<file path="config.mk">
export PLATFORM = sky130hd
export DESIGN_NAME = fgpu_line_reader
export DESIGN_NICKNAME = d
export VERILOG_FILES = /design/src/rtl/fgpu_reader_pkg.sv /design/src/rtl/fgpu_line_reader.sv
export SDC_FILE = /design/constraint.sdc
export NUM_CORES = 2
export LEC_CHECK = 0
export BUFFER_PORTS_ARGS = -buffer_cell sky130_fd_sc_hd__buf_4
export CORE_AREA = 2 2 468 470
export DETAILED_ROUTE_END_ITERATION = 10
export DIE_AREA = 0 0 470 472
export SLEW_MARGIN = 40
export SYNTH_ARGS = -nofsm -noshare
export SYNTH_HDL_FRONTEND = slang
export SYNTH_SLANG_ARGS = --single-unit
</file>
<file path="constraint.sdc">
create_clock -name clk -period 6.71 [get_ports clk]
set_input_delay 2.013 -clock clk [delete_from_list [all_inputs] [get_ports clk]]
set_output_delay 2.013 -clock clk [all_outputs]
set_load 0.05 [all_outputs]
</file>
<file path="src/rtl/fgpu_reader_pkg.sv">
// Shared types and constants for the FGPU streaming cache-line reader.
package fgpu_reader_pkg;

  localparam int unsigned C_LINE_BITS   = 512;
  localparam int unsigned C_LINE_ADDR_W = 42;
  localparam int unsigned C_LEN_W       = 32;

  typedef logic [C_LINE_ADDR_W-1:0] t_line_addr;
  typedef logic [C_LEN_W-1:0]       t_line_idx;

  typedef enum logic [1:0] {
    IDLE,
    ISSUE,
    DRAIN,
    DONE
  } t_reader_state;

endpackage

</file>
<file path="src/rtl/fgpu_line_reader.sv">
// Streaming cache-line read engine: issues RdLine requests on CCI-P c0 Tx and
// forwards each tagged read response to the FGPU compute core.
module fgpu_line_reader
  import fgpu_reader_pkg::*;
#(
  parameter int unsigned LINE_ADDR_W     = C_LINE_ADDR_W,
  parameter int unsigned LEN_W           = C_LEN_W,
  parameter int unsigned MDATA_W         = 16,
  parameter int unsigned MAX_OUTSTANDING = 64
) (
  input  logic                   clk,
  input  logic                   reset_n,
  input  logic                   start,
  input  logic [LINE_ADDR_W-1:0] base_addr,
  input  logic [LEN_W-1:0]       num_lines,
  output logic                   busy,
  output logic                   done,
  output logic                   err_unexpected,
  input  logic                   c0TxAlmFull,
  output logic                   c0Tx_valid,
  output logic [LINE_ADDR_W-1:0] c0Tx_addr,
  output logic [MDATA_W-1:0]     c0Tx_mdata,
  input  logic                   c0Rx_rdValid,
  input  logic [MDATA_W-1:0]     c0Rx_mdata,
  input  logic [C_LINE_BITS-1:0] c0Rx_data,
  output logic                   out_valid,
  output logic [MDATA_W-1:0]     out_idx,
  output logic [C_LINE_BITS-1:0] out_data
);

  localparam int unsigned OUT_W = $clog2(MAX_OUTSTANDING) + 1;

  t_reader_state          state_q, state_d;
  logic [LINE_ADDR_W-1:0] base_q;
  logic [LEN_W-1:0]       num_q, issued_q, received_q;
  logic [OUT_W-1:0]       outstanding_q;
  logic                   done_q;

  logic                   accept, fire, rsp;
  logic [LINE_ADDR_W-1:0] cur_base;
  logic [LEN_W-1:0]       cur_num, cur_issued, received_nxt;

  // The first request is decided in the same cycle start is accepted, straight
  // from the input operands, so it lands one cycle after start.
  always_comb begin
    accept       = (state_q == IDLE) && !done_q && start;
    rsp          = c0Rx_rdValid && (state_q != IDLE);
    cur_base     = accept ? base_addr : base_q;
    cur_num      = accept ? num_lines : num_q;
    cur_issued   = accept ? '0 : issued_q;
    fire         = (accept || (state_q == ISSUE)) && !c0TxAlmFull &&
                   (outstanding_q < OUT_W'(MAX_OUTSTANDING)) &&
                   (cur_issued < cur_num);
    received_nxt = received_q + LEN_W'(rsp);
  end

  always_comb begin
    state_d = state_q;
    case (state_q)
      IDLE:    if (accept) state_d = (num_lines == '0) ? DONE : ISSUE;
      ISSUE:   if (issued_q == num_q) state_d = DRAIN;
      // Looking at the response being accepted now lets done follow the last out_valid directly.
      DRAIN:   if (received_nxt == num_q) state_d = DONE;
      DONE:    state_d = IDLE;
      default: state_d = IDLE;
    endcase
  end

  always_ff @(posedge clk or negedge reset_n) begin
    if (!reset_n) begin
      state_q        <= IDLE;
      base_q         <= '0;
      num_q          <= '0;
      issued_q       <= '0;
      received_q     <= '0;
      outstanding_q  <= '0;
      done_q         <= 1'b0;
      err_unexpected <= 1'b0;
    end else begin
      state_q <= state_d;
      done_q  <= (state_q == DONE);
      if (accept) begin
        base_q     <= base_addr;
        num_q      <= num_lines;
        issued_q   <= LEN_W'(fire);
        received_q <= '0;
      end else begin
        if (fire) issued_q <= issued_q + LEN_W'(1);
        if (rsp)  received_q <= received_nxt;
      end
      case ({fire, rsp})
        2'b10:   outstanding_q <= outstanding_q + OUT_W'(1);
        2'b01:   outstanding_q <= outstanding_q - OUT_W'(1);
        default: outstanding_q <= outstanding_q;
      endcase
      if (c0Rx_rdValid && (state_q == IDLE)) err_unexpected <= 1'b1;
      else if (accept)                       err_unexpected <= 1'b0;
    end
  end

  always_ff @(posedge clk or negedge reset_n) begin
    if (!reset_n) begin
      c0Tx_valid <= 1'b0;
      c0Tx_addr  <= '0;
      c0Tx_mdata <= '0;
    end else begin
      c0Tx_valid <= fire;
      if (fire) begin
        c0Tx_addr  <= cur_base + LINE_ADDR_W'(cur_issued);
        c0Tx_mdata <= MDATA_W'(cur_issued);
      end
    end
  end

  always_ff @(posedge clk or negedge reset_n) begin
    if (!reset_n) begin
      out_valid <= 1'b0;
      out_idx   <= '0;
      out_data  <= '0;
    end else begin
      out_valid <= rsp;
      if (rsp) begin
        out_idx  <= c0Rx_mdata;
        out_data <= c0Rx_data;
      end
    end
  end

  assign busy = (state_q != IDLE) || done_q;
  assign done = done_q;

endmodule

</file>
Word-level counts from Yosys, hierarchy flattened --
Cells that the tools add are included.
Operators by class: add/sub/neg operators 5, order comparisons 2, equality and inequality tests 10, muxes and demuxes 15, reductions and logical operators 19
Operator list (number):
- 32-bit two-way mux | 6
- 32-bit equality test | 2
- 42-bit by 32-bit adder with 42-bit output | 1
- 42-bit two-way mux | 1
- 32-bit by 1-bit adder with 32-bit output | 1
- 32-bit by 1-bit adder with 32-bit output, second input constant | 1
- 32-bit zero test | 1
- 32-bit < comparator | 1
- 7-bit one-hot mux with 2 select lines | 1
- 2-bit nonzero test | 5
- 2-bit two-way mux | 4
- 2-bit one-hot mux with 4 select lines | 1
- 7-bit by 1-bit adder with 7-bit output, second input constant | 1
- 1-bit logical AND | 7
- 7-bit < comparator, second input constant | 1
- 7-bit by 1-bit subtractor with 7-bit output, second input constant | 1
- 2-bit equality test, second input constant | 3
- 2-bit by 1-bit equality test with 1-bit output, second input constant | 2
- 2-bit inequality test, second input constant | 2
- 3-bit AND reduction | 1
- 1-bit zero test | 2
- 2-bit zero test | 1
- 1-bit logical OR | 2
- 1-bit two-way mux | 2
- 2-bit by 1-bit inequality test with 1-bit output, second input constant | 1
Storage, ports and cells: register bits 737, input port bits 607, output and inout bits 591, logic and storage cells 65

Logic depth before layout (Yosys ltp) --
depth in word-level cells 9, mapped depth 31, gate-level depth less buffers 24

Worst setup path after synthesis --
OpenSTA, ideal clock, no wires.
kind in2reg, from in start, to reg outstanding_q[6], setup time 0.079 ns, data arrival time 7.199 ns, data required time 6.631 ns, path slack -0.568 ns, stages 26, buffers on the path 7, cell sequence nand3b_1 buf_1 clkbuf_1 clkbuf_1 mux2i_1 ha_1 a21o_1 a21o_1 a21oi_1 o31ai_1 nor4b_1 a21oi_1 clkbuf_1 clkbuf_1 buf_1 ha_1 buf_1 xor2_1 ha_1 nor3b_1 o21ai_0 nand2_1 nand3_1 a21o_1 a21oi_1 xor2_1
On the way: word-level cells in the longest chain between the ends 7, elaborated cells between the ends (all ways) 12, classes of those cells order compare: 1; eq/ne: 2; mux: 3; reduce/logical: 6
Ends and longest elaborated chain:
- start: declaration | line fgpu_line_reader.sv:13 | input logic start,
- 1-bit logical AND (*) | line fgpu_line_reader.sv:46 | accept = (state_q == IDLE) && !done_q && start;
- parallel branches: the longest is 3 deep, another holds 32-bit < comparator
- 1-bit logical AND (*) | line fgpu_line_reader.sv:52 | (outstanding_q < OUT_W'(MAX_OUTSTANDING)) &&
- 2-bit by 1-bit equality test with 1-bit output / 2-bit equality test (equally long branches) | line fgpu_line_reader.sv:91 | case ({fire, rsp})
- 7-bit one-hot mux with 2 select lines / 2-bit nonzero test (equally long branches)
- end signal: assignment | line fgpu_line_reader.sv:92 | 2'b10: outstanding_q <= outstanding_q + OUT_W'(1);
- end signal: assignment | line fgpu_line_reader.sv:93 | 2'b01: outstanding_q <= outstanding_q - OUT_W'(1);
- end signal: assignment | line fgpu_line_reader.sv:94 | default: outstanding_q <= outstanding_q;
- end: declaration | line fgpu_line_reader.sv:36 | logic [OUT_W-1:0] outstanding_q;
Every way passes the cells marked *. A chain may end at the register's enable or synchronous reset.

Worst setup path in the final report --
from in start, to reg c0Tx_addr[32]
On the way: elaborated cells between the ends (all ways) 10, classes of those cells add/sub: 1; order compare: 1; mux: 3; reduce/logical: 5
RTL lines:
- 1-bit logical AND (*) | line fgpu_line_reader.sv:46
- 32-bit two-way mux (*) | line fgpu_line_reader.sv:50 | cur_issued = accept ? '0 : issued_q;
- net cur_issued[0] | line fgpu_line_reader.sv:41 | logic [LEN_W-1:0] cur_num, cur_issued, received_nxt;
- parallel branches: the longest is 2 deep, another holds 42-bit by 32-bit adder with 42-bit output
- end signal: assignment | line fgpu_line_reader.sv:109 | c0Tx_addr <= cur_base + LINE_ADDR_W'(cur_issued);
- end: declaration | line fgpu_line_reader.sv:21 | output logic [LINE_ADDR_W-1:0] c0Tx_addr,
Mark *: on every way through the listed nets, which the timed path passes.

==> key figures <==
Run status
  – Status: completed

Synthesis
  – Synth Cell Area: 33100 um^2
  – Synth Warn #: 0
  – Synth Register Bits: 737
  – Cell accounting for the most synthesized area: dfrtp_1
  – Sequential share of the synthesized area: 0.557
  – Gate count after technology mapping: 3783
  – Post-synth ARST share: 1.00
  – Share of the synthesized area in the top cell type: 0.557
  – Syn Area/Cell: 8.76 um^2
  – Synth top area cells: dfrtp_1 56%, nand2_1 21%, ha_1 2.8%, clkbuf_1 1.9%, o21ai_0 1.8%
  – Synth Net Count: 4465
  – Synth cell types: 78
  – Most used flip-flop cell after synthesis: dfrtp_1
  – Number of synthesized flops with an enable pin: 0

Setup path
  – CP Class: input port to flip-flop
  – Critical path fanouts, max: 25
  – Crit start category: input port
  – Nature of the critical path endpoint: flip-flop
  – R2R setup slack: 1.42 ns
  – Worst endpoint data arrival time: 6.21 ns
  – Req. time, crit path: 7.33 ns

STA
  – Final worst path period share: 0.833
  – Clock skew: 0.0506 ns
  – Max Fclk: 179 MHz
  – Worst-Margin Slew: 0.879 ns
  – WHS: 0.475 ns
  – Slew Limit Fails: 0
  – Setup TNS: 0 ns
  – Final setup fails: 0
  – Headroom to the max-slew limit: 0.414
  – Worst Slack Setup Final: 1.12 ns
  – Final hold vios: 0
  – RSZ-0062 raised after global routing: false
  – Post-route minimum period: 5.59 ns

Flow run
  – Max-cap violations: 0

Clock network
  – Longest Clk Path Bufs: 3
  – Clock sink total: 737
  – CTS tree: built
  – H-tree levels: 3
  – Clk Latency, worst-skew pair: 0.73 ns
  – Num CTS Buffers: 97
  – CTS resizes: 0
  – Post-CTS Setup Bufs: 0
  – Clock root buffer: clkbuf_16
  – Worst-path clk slew: 0.06 ns
  – # hold bufs at CTS: 0

Floorplan
  – # IOs: 1198
  – Die area: 222000 um^2
  – Initial Util: 0.153
  – Die H: 472 um
  – Die Span X: 470 um
  – Core area: 217000 um^2
  – Number of cell rows: 171

Placed design
  – Post-DP HPWL: 165 mm
  – GP Congestion: 0.960
  – Pre-CTS setup slack: 0.456 ns
  – PortBufs: 1197

Global route
  – Total global-route track usage: 0.177
  – Largest net degree at the start of global routing: 183
  – Initial antenna violation count: 33
  – Grt ovf: 0
  – First-pass GRT wire length: 274 mm
  – Number of global-route vias before repair: 32.1k

Detailed routing
  – Initial drt markers: 2278
  – Drt wl/cell: 25.7 um
  – Drt total wl: 203 mm
  – Final ANT Viol Nets: 0
  – First-pass DRT Iterations: 8
  – DRC errors left: 0
  – Drt via density: 4.03
  – Vias: 31.8k

Finish
  – Layout net count: 5629
  – Fraction of layout cells with a size suffix above 1: 0.294
  – Fill cells: 23.7k
  – Area Growth Syn to Fin: 48.5%
  – Most common cell after layout, fill and taps aside: nand2_1
  – Most frequent cells in the layout: 1847 x nand2_1, 1246 x buf_4, 737 x dfrtp_1

Pwr
  – Pwr Total: 13.6 mW
  – LEAKAGE: 25.9 nW
  – VDD IR max: 0.000210 V
  – Power per Cell Area: 277 nW/um^2

Hold path
  – Hold crit path type: flip-flop to flip-flop
Yosys cell counts, drive strengths merged, types with 17 or more instances:
library cell,number
o31ai,26
nand4,33
and3,31
clkbuf,172
nor4,21
a21o,28
xor2,58
a21oi,78
or3,17
inv,68
xnor2,48
nand3,54
and2,29
mux2,21
nor2,67
dfrtp,737
mux2i,34
buf,29
ha,74
nor3,27
nand2,1847
o21ai,121
path summary, 6_finish.rpt:
kind / from / to / cells past startpoint
max in group asynchronous: reset_n / out_data[232] / 3
min reg2reg: out_data[92] / out_data[92] / 2
max reg2reg: state_q[1] / c0Tx_addr[32] / 17
min in group asynchronous: reset_n / c0Tx_addr[19] / 1
max: start / c0Tx_addr[32] / 17
min: out_data[92] / out_data[92] / 2
cells by family (layout without fill, tap and decap cells):
| group | after synthesis | after routing | synth area share |
|---|---|---|---|
| other cells | 0 | 10 | 0 |
| fa+ha+maj | 75 | 75 | 0.0285 |
| compound gates | 354 | 354 | 0.0677 |
| flops | 737 | 737 | 0.557 |
| xor+xnor | 106 | 106 | 0.0280 |
| buf+inv | 269 | 1514 | 0.0319 |
| mux | 55 | 55 | 0.0174 |
| simple gates | 2187 | 2187 | 0.270 |
where the power goes:
part | internal (mW) | total, mW | leakage [nW] | switching [mW]
clock | 3.43 | 5.78 | 1.71 | 2.34
sequential | 4.76 | 5.02 | 9.31 | 0.262
combinational | 0.792 | 2.81 | 14.9 | 2.01
total | 8.98 | 13.6 | 25.9 | 4.62
final cells by class:
cell class              count  area, um^2  area share
well taps                2854        3570      0.0726
clock buffers             128        2730      0.0556
inverters                  68         263     0.00534
clock inverters            52         774      0.0157
diodes                     10        25.0    0.000509
multi-input cells        2777       13700       0.278
flip-flops and latches    737       18400       0.375
repair buffers           1266        9720       0.198
worst max-delay path, cell delays in order:
cell      delay [ns]
buf_4           0.12
nand3b_1        0.14
buf_12          0.20
buf_4           0.30
nand2_1         0.15
inv_1           0.08
ha_1            0.24
fa_1            0.27
a211oi_1        0.12
o21bai_1        0.30
a211oi_1        0.23
a211oi_1        0.66
o21bai_1        0.18
buf_4           0.18
a211oi_1        0.59
nor4_1          0.09
a221o_1         0.28
registers in the layout (all words and copies together) (netlist names):
register and cells:
c0Tx_valid 1, out_valid 1, err_unexpected 1, state_q 2
done 1, issued_q 32, outstanding_q 7, num_q 32
c0Tx_mdata 16, received_q 32, out_idx 16, base_q 42
c0Tx_addr 42, out_data 512
per-layer routing:
layer  global-route usage  part of all wire
met1                0.221              0.42
met2                0.295              0.48
met3               0.0473             0.072
met4               0.0558             0.031
met5                    0           0.00011
through the flow:
stage,utilization,std cells,instance area (um^2)
CTS,0.227,7881,49100
global placement,0.211,7700,45600
finish,0.227,7892,49200
global route,0.227,7887,49200
floorplan,-,3783,33100
detailed placement,0.211,7701,45600
No activity file was read; power rests on OpenSTA's default activity.
